==> src/rtl/mmio_event_unit.sv <==
// MMIO status source: cycle counter, retired-instruction counter and a show-ahead button-event FIFO.
// Latency: counters and FIFO state update one edge after the event. Backpressure: a pulse is dropped when the FIFO is full with no pop.
module mmio_event_unit #(
    parameter int FIFO_DEPTH = 8,
    parameter int PTR_W      = 3
) (
    input  logic        clk,
    input  logic        rst_n,
    input  logic [31:0] mem_addr,
    input  logic        mem_re,
    input  logic        mem_we,
    input  logic        stall,
    input  logic        inst_valid,
    input  logic [2:0]  btn_pulse,
    output logic [31:0] counter_cycle,
    output logic [31:0] counter_inst,
    output logic        buttons_empty,
    output logic [2:0]  buttons,
    output logic        buttons_full
);

    localparam logic [31:0]    CLR_ADDR = 32'h8000_0018;
    localparam logic [31:0]    POP_ADDR = 32'h8000_0024;
    localparam logic [PTR_W:0] CNT_FULL = (PTR_W + 1)'(FIFO_DEPTH);
    localparam logic [PTR_W:0] CNT_ONE  = (PTR_W + 1)'(1);
    localparam logic [PTR_W-1:0] PTR_ONE = PTR_W'(1);

    logic [31:0]      r_cycle;
    logic [31:0]      r_inst;
    logic [2:0]       r_mem [FIFO_DEPTH];
    logic [PTR_W-1:0] r_wr_ptr;
    logic [PTR_W-1:0] r_rd_ptr;
    logic [PTR_W:0]   r_count;

    logic w_clear;
    logic w_pop_req;
    logic w_empty;
    logic w_full;
    logic w_pop;
    logic w_push;

    // Stalled accesses are replayed later, so they must not trigger side effects now.
    assign w_clear   = mem_we & ~stall & (mem_addr == CLR_ADDR);
    assign w_pop_req = mem_re & ~stall & (mem_addr == POP_ADDR);

    assign w_empty = (r_count == '0);
    assign w_full  = (r_count == CNT_FULL);
    assign w_pop   = w_pop_req & ~w_empty;
    assign w_push  = (btn_pulse != 3'b000) & (~w_full | w_pop);

    always_ff @(posedge clk) begin
        if (!rst_n) begin
            r_cycle <= '0;
            r_inst  <= '0;
        end else if (w_clear) begin
            r_cycle <= '0;
            r_inst  <= '0;
        end else begin
            r_cycle <= r_cycle + 32'd1;
            r_inst  <= r_inst + {31'd0, inst_valid};
        end
    end

    always_ff @(posedge clk) begin
        if (!rst_n) begin
            r_wr_ptr <= '0;
            r_rd_ptr <= '0;
            r_count  <= '0;
        end else begin
            if (w_push) begin
                r_wr_ptr <= r_wr_ptr + PTR_ONE;
            end
            if (w_pop) begin
                r_rd_ptr <= r_rd_ptr + PTR_ONE;
            end
            if (w_push && !w_pop) begin
                r_count <= r_count + CNT_ONE;
            end else if (w_pop && !w_push) begin
                r_count <= r_count - CNT_ONE;
            end
        end
    end

    // Storage needs no reset: the head is masked while the FIFO is empty.
    always_ff @(posedge clk) begin
        if (rst_n && w_push) begin
            r_mem[r_wr_ptr] <= btn_pulse;
        end
    end

    assign counter_cycle = r_cycle;
    assign counter_inst  = r_inst;
    assign buttons_empty = w_empty;
    assign buttons_full  = w_full;
    assign buttons       = w_empty ? 3'b000 : r_mem[r_rd_ptr];

endmodule

==> config.mk <==
export PLATFORM = sky130hd
export DESIGN_NAME = mmio_event_unit
export DESIGN_NICKNAME = d
export VERILOG_FILES = /design/src/rtl/mmio_event_unit.sv
export SDC_FILE = /design/constraint.sdc
export NUM_CORES = 1
export LEC_CHECK = 0
export CAP_MARGIN = 20
export CORE_MARGIN = 8
export CORE_UTILIZATION = 53
export CTS_CLUSTER_SIZE = 24
export DETAILED_ROUTE_END_ITERATION = 7
export GPL_TIMING_DRIVEN = 0
export PLACE_DENSITY = 0.85
export REMOVE_ABC_BUFFERS = 1
export SLEW_MARGIN = 10
export SYNTH_ARGS = -nofsm -noshare
export SYNTH_HDL_FRONTEND = slang
export SYNTH_SLANG_ARGS = --single-unit
export TNS_END_PERCENT = 20
==> constraint.sdc <==
create_clock -name clk -period 6.3 [get_ports clk]
set_input_delay 0.945 -clock clk [delete_from_list [all_inputs] [get_ports clk]]
set_output_delay 0.945 -clock clk [all_outputs]
set_load 0.005 [all_outputs]
## Word-level counts from Yosys, hierarchy flattened

Memories as Yosys holds them, arrays and structs flattened. A register that Yosys moved wholly into a read port is not among the register bits.
Index checks and enable logic that the tools add are counted.

- Add/subtract/negate cells: 6
- Eq/ne operators: 3
- Multiplexer cells: 7
- Bitwise operators: 11
- Reduce and logical (&&, ||, !) cells: 9

Operator list:

| cell | count |
|---|---|
| $eq A32 B32 Y1 const B | 2 |
| $add A32 B1 Y32 | 1 |
| $add A32 B1 Y32 const B | 1 |
| $mux W3 | 3 |
| $mux W4 | 2 |
| $add A3 B1 Y3 const B | 2 |
| $and A1 B1 Y1 | 6 |
| $add A4 B1 Y4 const B | 1 |
| $eq A4 B4 Y1 const B | 1 |
| $logic_not A4 Y1 | 1 |
| $not A1 Y1 | 4 |
| $sub A4 B1 Y4 const B | 1 |
| $logic_and A1 B1 Y1 | 3 |
| $reduce_bool A3 Y1 | 1 |
| $logic_not A1 Y1 | 2 |
| $mux W1 | 2 |
| $reduce_bool A2 Y1 | 1 |
| $reduce_or A2 Y1 | 1 |
| $or A1 B1 Y1 | 1 |

- Bits in registers: 74
- Memory bits (writable): 24
- Input port bits: 41
- Output and inout port bits: 69
- Logic and storage cells: 42
- Memories: 1

Memories:

| memory | depth | bits a word | rd ports | clocked after memory_dff | write ports | RTL line | RTL |
|---|---|---|---|---|---|---|---|
| r_mem | 8 | 3 | 1 | 1 | 1 | 30 | `logic [2:0] r_mem [FIFO_DEPTH];` |

## Depth between registers and ports, before layout

- Depth after elaboration: 10
- Depth in mapped cells: 13
- Gate-level depth less buffers: 13

## Worst setup path after synthesis

No wires, ideal clock.

- Path type: in2reg
- Start: input mem_addr[21]
- End: register r_count[3]
- Setup time: 76 ps
- Arrival time: 3645 ps
- Data required time: 6224 ps
- Slack: 2580 ps
- Cell stages on the path: 13
- Path buffers: 0
- Cells stage by stage: nor4b_1 nand4_1 nor4_2 o21ai_1 inv_1 ha_1 inv_1 ha_1 a21o_1 a21oi_1 xnor2_1 or3_1 a21boi_0

- Word-level cells in the longest chain between the ends: 8
- Elaborated cells on any way between the ends: 11
- Classes of those cells: eq/ne (1); mux (1); bitwise (4); reduce/logical (5)

Ends and longest elaborated chain:

| element | RTL line | RTL |
|---|---|---|
| start: declaration | 9 | `input logic [31:0] mem_addr,` |
| $eq A32 B32 Y1 * | 44 | `assign w_pop_req = mem_re & ~stall & (mem_addr == POP_ADDR);` |
| $and A1 B1 Y1 * | 44 |  |
| $and A1 B1 Y1 * | 48 | `assign w_pop = w_pop_req & ~w_empty;` |
| $or A1 B1 Y1 | 49 | `assign w_push = (btn_pulse != 3'b000) & (~w_full \| w_pop);` |
| $and A1 B1 Y1 | 49 |  |
| $logic_not A1 Y1 | 78 | `end else if (w_pop && !w_push) begin` |
| $logic_and A1 B1 Y1 | 78 |  |
| $reduce_bool A2 Y1 (no line) | -- |  |
| end signal: assignment | 77 | `r_count <= r_count + CNT_ONE;` |
| end signal: assignment | 79 | `r_count <= r_count - CNT_ONE;` |
| end: declaration | 33 | `logic [PTR_W:0] r_count;` |

Mark *: on every way between the ends. The rest lies on a longest branch, timed or not.
A chain may end at the register's enable or synchronous reset.

## Final worst setup path

- Start: input mem_addr[25]
- End: register r_count[3]

Same word-level chain as after synthesis.

==> flow_summary.json <==
{
  "clkLatencyLatePin_ps": 360,
  "syn_to_final_growth_pct": 30.7,
  "fmax_mhz": 236,
  "path_buf_inv": 3,
  "worst_pin_slew_ps": 997,
  "first_iter_violations": 223,
  "power.density_nw_per_um2": 233,
  "status": "finished, final reports clean",
  "die_w_um": 108,
  "multi_input_area_um2": 2110,
  "ys_seq_elements": 101,
  "gp_congestion": 0.825,
  "dp_hpwl_um": 8100,
  "core_um2": 8220,
  "switching_share_pct": 26.3,
  "syn_area_per_cell_um2": 9.85,
  "path_delay_family": "simple AND/OR/NAND/NOR gates",
  "cts-root-buf": "clkbuf_8",
  "pre_cts_ws_ps": 1650,
  "end_kind": "register",
  "reg2reg_from": "r_count[0]",
  "vias_per_cell": 5.53,
  "antenna_found_initial": 0,
  "drt_wl_total_um": 10700,
  "crit_end": "r_count[3]",
  "antenna_cells": 0,
  "cp_data_required_time_ps": 6580,
  "initial_core_util_pct": 54.7,
  "slowest_stage": "nor4_2",
  "setup_ws_ps": 2060,
  "netlist_instances": 456,
  "yosysSeqAreaShare_pct": 50.3,
  "post_cts_buffers": 0,
  "crit_arrival_ps": 4530,
  "ir_worst_vdd_uv": 160,
  "grt_pass1_vias": 3769,
  "grt_max_degree": 50,
  "fin_crit_sh_pct": 67.4,
  "rrSetupSlack_ps": 2990,
  "fp-row-count": 33,
  "clk_path_buf_depth": 2,
  "drive_gt1_share_pct": 5.81,
  "cts_max_level": 3,
  "max_stage_delay_ps": 700,
  "cts_buffers": 9,
  "hold_slack_ps": 521,
  "max-slew-margin-rel_pct": 33.0,
  "tritoncts": "built",
  "die_area_um2": 11700,
  "power_mw": 1.37,
  "dp_cells": 655,
  "path_cells": "clkdlybuf4s50_1 > nor4_1 > nand4_1 > nor4_2 > o21ai_1 > inv_1 > ha_1 > inv_1 > ha_1 > a21o_1 > a21oi_1 > xnor2_1 > or3_1 > a21boi_0",
  "tns_ps": 0,
  "crit_type": "input port to register",
  "drtAntennaViolNets": 0,
  "fin_skew_ps": 14.9,
  "dr.pass1.iters": 6,
  "worst-r2r-cell-count": 12,
  "io_buffers": 109,
  "seqCellArea_um2": 2260,
  "intPower_mw": 1.01,
  "ys_warn_count": 0,
  "ys.flop_type": "dfxtp_1",
  "p_leak_nw": 1.97,
  "path_clk_slew_ps": 100,
  "vias": 3722,
  "hold_depth": 2,
  "r2r-end": "r_count[3]",
  "dieHeight_um": 108,
  "cts.sinks": 101,
  "fin_nets": 613,
  "hold_viol_final": 0,
  "clkPwrFrac_pct": 30.1,
  "setup_violations": 0,
  "num-fill-cells": 608,
  "rsz0062_at_grt": "no",
  "grt_pass1_wl_um": 17900,
  "cp-start-kind": "input port",
  "cap_violations": 0,
  "io_pins": 110,
  "crit_cells": 14,
  "final_cells": 673,
  "drc": 0,
  "switching_power_mw": 0.359,
  "sequentialPowerShare_pct": 53.3,
  "ctsHoldBuffers": 0,
  "synth.distinct_cells": 44,
  "combPwrFrac_pct": 16.6,
  "grt_usage_pct": 18.7,
  "crit_path_max_fanout": 7,
  "post_drt_wl_per_cell_um": 15.9,
  "synth-edff-count": 24,
  "drv_slew": 0,
  "synth_area_um2": 4490,
  "cts_resized": 0,
  "synthArstFlopShare_pct": 0,
  "finalCriticalPeriod_ps": 4240,
  "cp-startpoint": "mem_addr[25]",
  "worstHoldPathType": "register to register",
  "grt-ovfl-total": 0
}
## per-stage QoR
step,utilization (%),cell area [um2]
floorplan,-,4410
global placement,68.6,5640
detailed placement,69.0,5670
CTS,71.4,5860
global route,71.5,5870
finish,71.5,5870
## layout by cell type, fill, tap and decap left out, types with 3 or more instances in the layout
master | netlist | routed
and2_1 | 4 | 4
a21oi_1 | 7 | 7
nor3_1 | 21 | 21
nand4_1 | 20 | 20
dfxtp_1 | 77 | 77
edfxtp_1 | 24 | 24
and3_1 | 7 | 7
clkdlybuf4s50_1 | 0 | 109
mux2i_1 | 9 | 9
nand2_1 | 29 | 28
xnor2_1 | 30 | 30
or3_1 | 8 | 8
xor2_1 | 28 | 28
nor4_1 | 12 | 12
clkbuf_8 | 0 | 9
ha_1 | 8 | 8
and4_1 | 6 | 6
nand2b_1 | 3 | 3
inv_1 | 12 | 12
nand3_1 | 28 | 28
o21ai_0 | 7 | 7
nor2_1 | 71 | 71
mux4_2 | 6 | 6
## cells in the mapped netlist, types with 2 or more instances
| master | count | area [um2] |
|---|---|---|
| clkbuf_2 | 2 | 10.0 |
| mux2i_1 | 9 | 90.1 |
| a21oi_1 | 7 | 35.0 |
| nor2_1 | 71 | 267 |
| and3_1 | 7 | 43.8 |
| nand2_1 | 29 | 109 |
| nor3_1 | 21 | 105 |
| mux4_2 | 6 | 135 |
| nand2b_1 | 3 | 18.8 |
| clkbuf_1 | 12 | 45.0 |
| inv_1 | 12 | 45.0 |
| ha_1 | 8 | 100 |
| nor4_1 | 12 | 75.1 |
| dfxtp_1 | 77 | 1540 |
| nor2b_1 | 2 | 12.5 |
| and2_1 | 4 | 25.0 |
| xnor2_1 | 30 | 263 |
| or3_1 | 8 | 50.1 |
| o21ai_0 | 7 | 35.0 |
| edfxtp_1 | 24 | 721 |
| nand4_1 | 20 | 125 |
| nor4_2 | 2 | 25.0 |
| xor2_1 | 28 | 245 |
| or4_1 | 2 | 15.0 |
| nand3_1 | 28 | 140 |
| and4_1 | 6 | 52.6 |
| o211ai_1 | 2 | 15.0 |
## cell families after synthesis
| family | Yosys count | synth area share [%] |
|---|---|---|
| AO/OA/AOI/OAI | 20 | 2.53 |
| XOR/XNOR | 58 | 11.3 |
| adder cells (fa/ha/maj) | 9 | 2.67 |
| buffers and inverters | 29 | 2.76 |
| flip-flops | 101 | 50.3 |
| multiplexers | 15 | 5.01 |
| AND/OR/NAND/NOR | 224 | 25.4 |
## area by class of cell
| type | count | area share (%) |
|---|---|---|
| Sequential cell | 101 | 38.5 |
| Multi-Input combinational cell | 326 | 35.9 |
| Timing Repair Buffer | 113 | 19.2 |
| Tap cell | 105 | 2.24 |
| Clock buffer | 10 | 2.17 |
| Clock inverter | 6 | 1.19 |
| Inverter | 12 | 0.767 |
## worst min path at each step
stage | startpoint | to | slack, ps
finish | counter_inst[29] | counter_inst[29] | 520
global route | counter_inst[25] | counter_inst[25] | 560
CTS | counter_inst[29] | counter_inst[29] | 520
detailed placement | counter_cycle[31] | counter_cycle[31] | 500
global placement | r_rd_ptr[2] | r_rd_ptr[2] | 460
floorplan | r_rd_ptr[2] | register | 450
## flip-flops by register name, indices dropped and copies added, names as in the netlist, named ones only
signal,cells
r_wr_ptr,3
counter_cycle,32
counter_inst,32
r_mem,24
r_count,4
r_rd_ptr,3
## per-layer routing
metal | track usage (%) | routed length, um
met5 | 0 | 0
met4 | 5.75 | 138
met3 | 5.89 | 821
met2 | 31.5 | 5170
met1 | 22.3 | 4600
## worst register-to-register path, stage by stage (launching register included)
cell,delay (ps)
dfxtp_1,460
nor4_1,130
nor4_2,650
o21ai_1,410
inv_1,140
ha_1,190
inv_1,90
ha_1,280
a21o_1,170
a21oi_1,160
xnor2_1,90
or3_1,300
a21boi_0,170
## power groups by stage
| stage | Combinational [mW] | Clock, mW | Sequential [mW] |
|---|---|---|---|
| 5_1_grt | 0.252 | 0.446 | 0.734 |
| 3_3_place_gp | 0.212 | 0 | 0.740 |
| 3_5_place_dp | 0.223 | 0 | 0.743 |
| 4_1_cts | 0.226 | 0.417 | 0.728 |
| 2_1_floorplan | 0.119 | 0 | 0.735 |
| 6_report | 0.227 | 0.411 | 0.729 |
No activity file was read; power rests on OpenSTA's default activity.
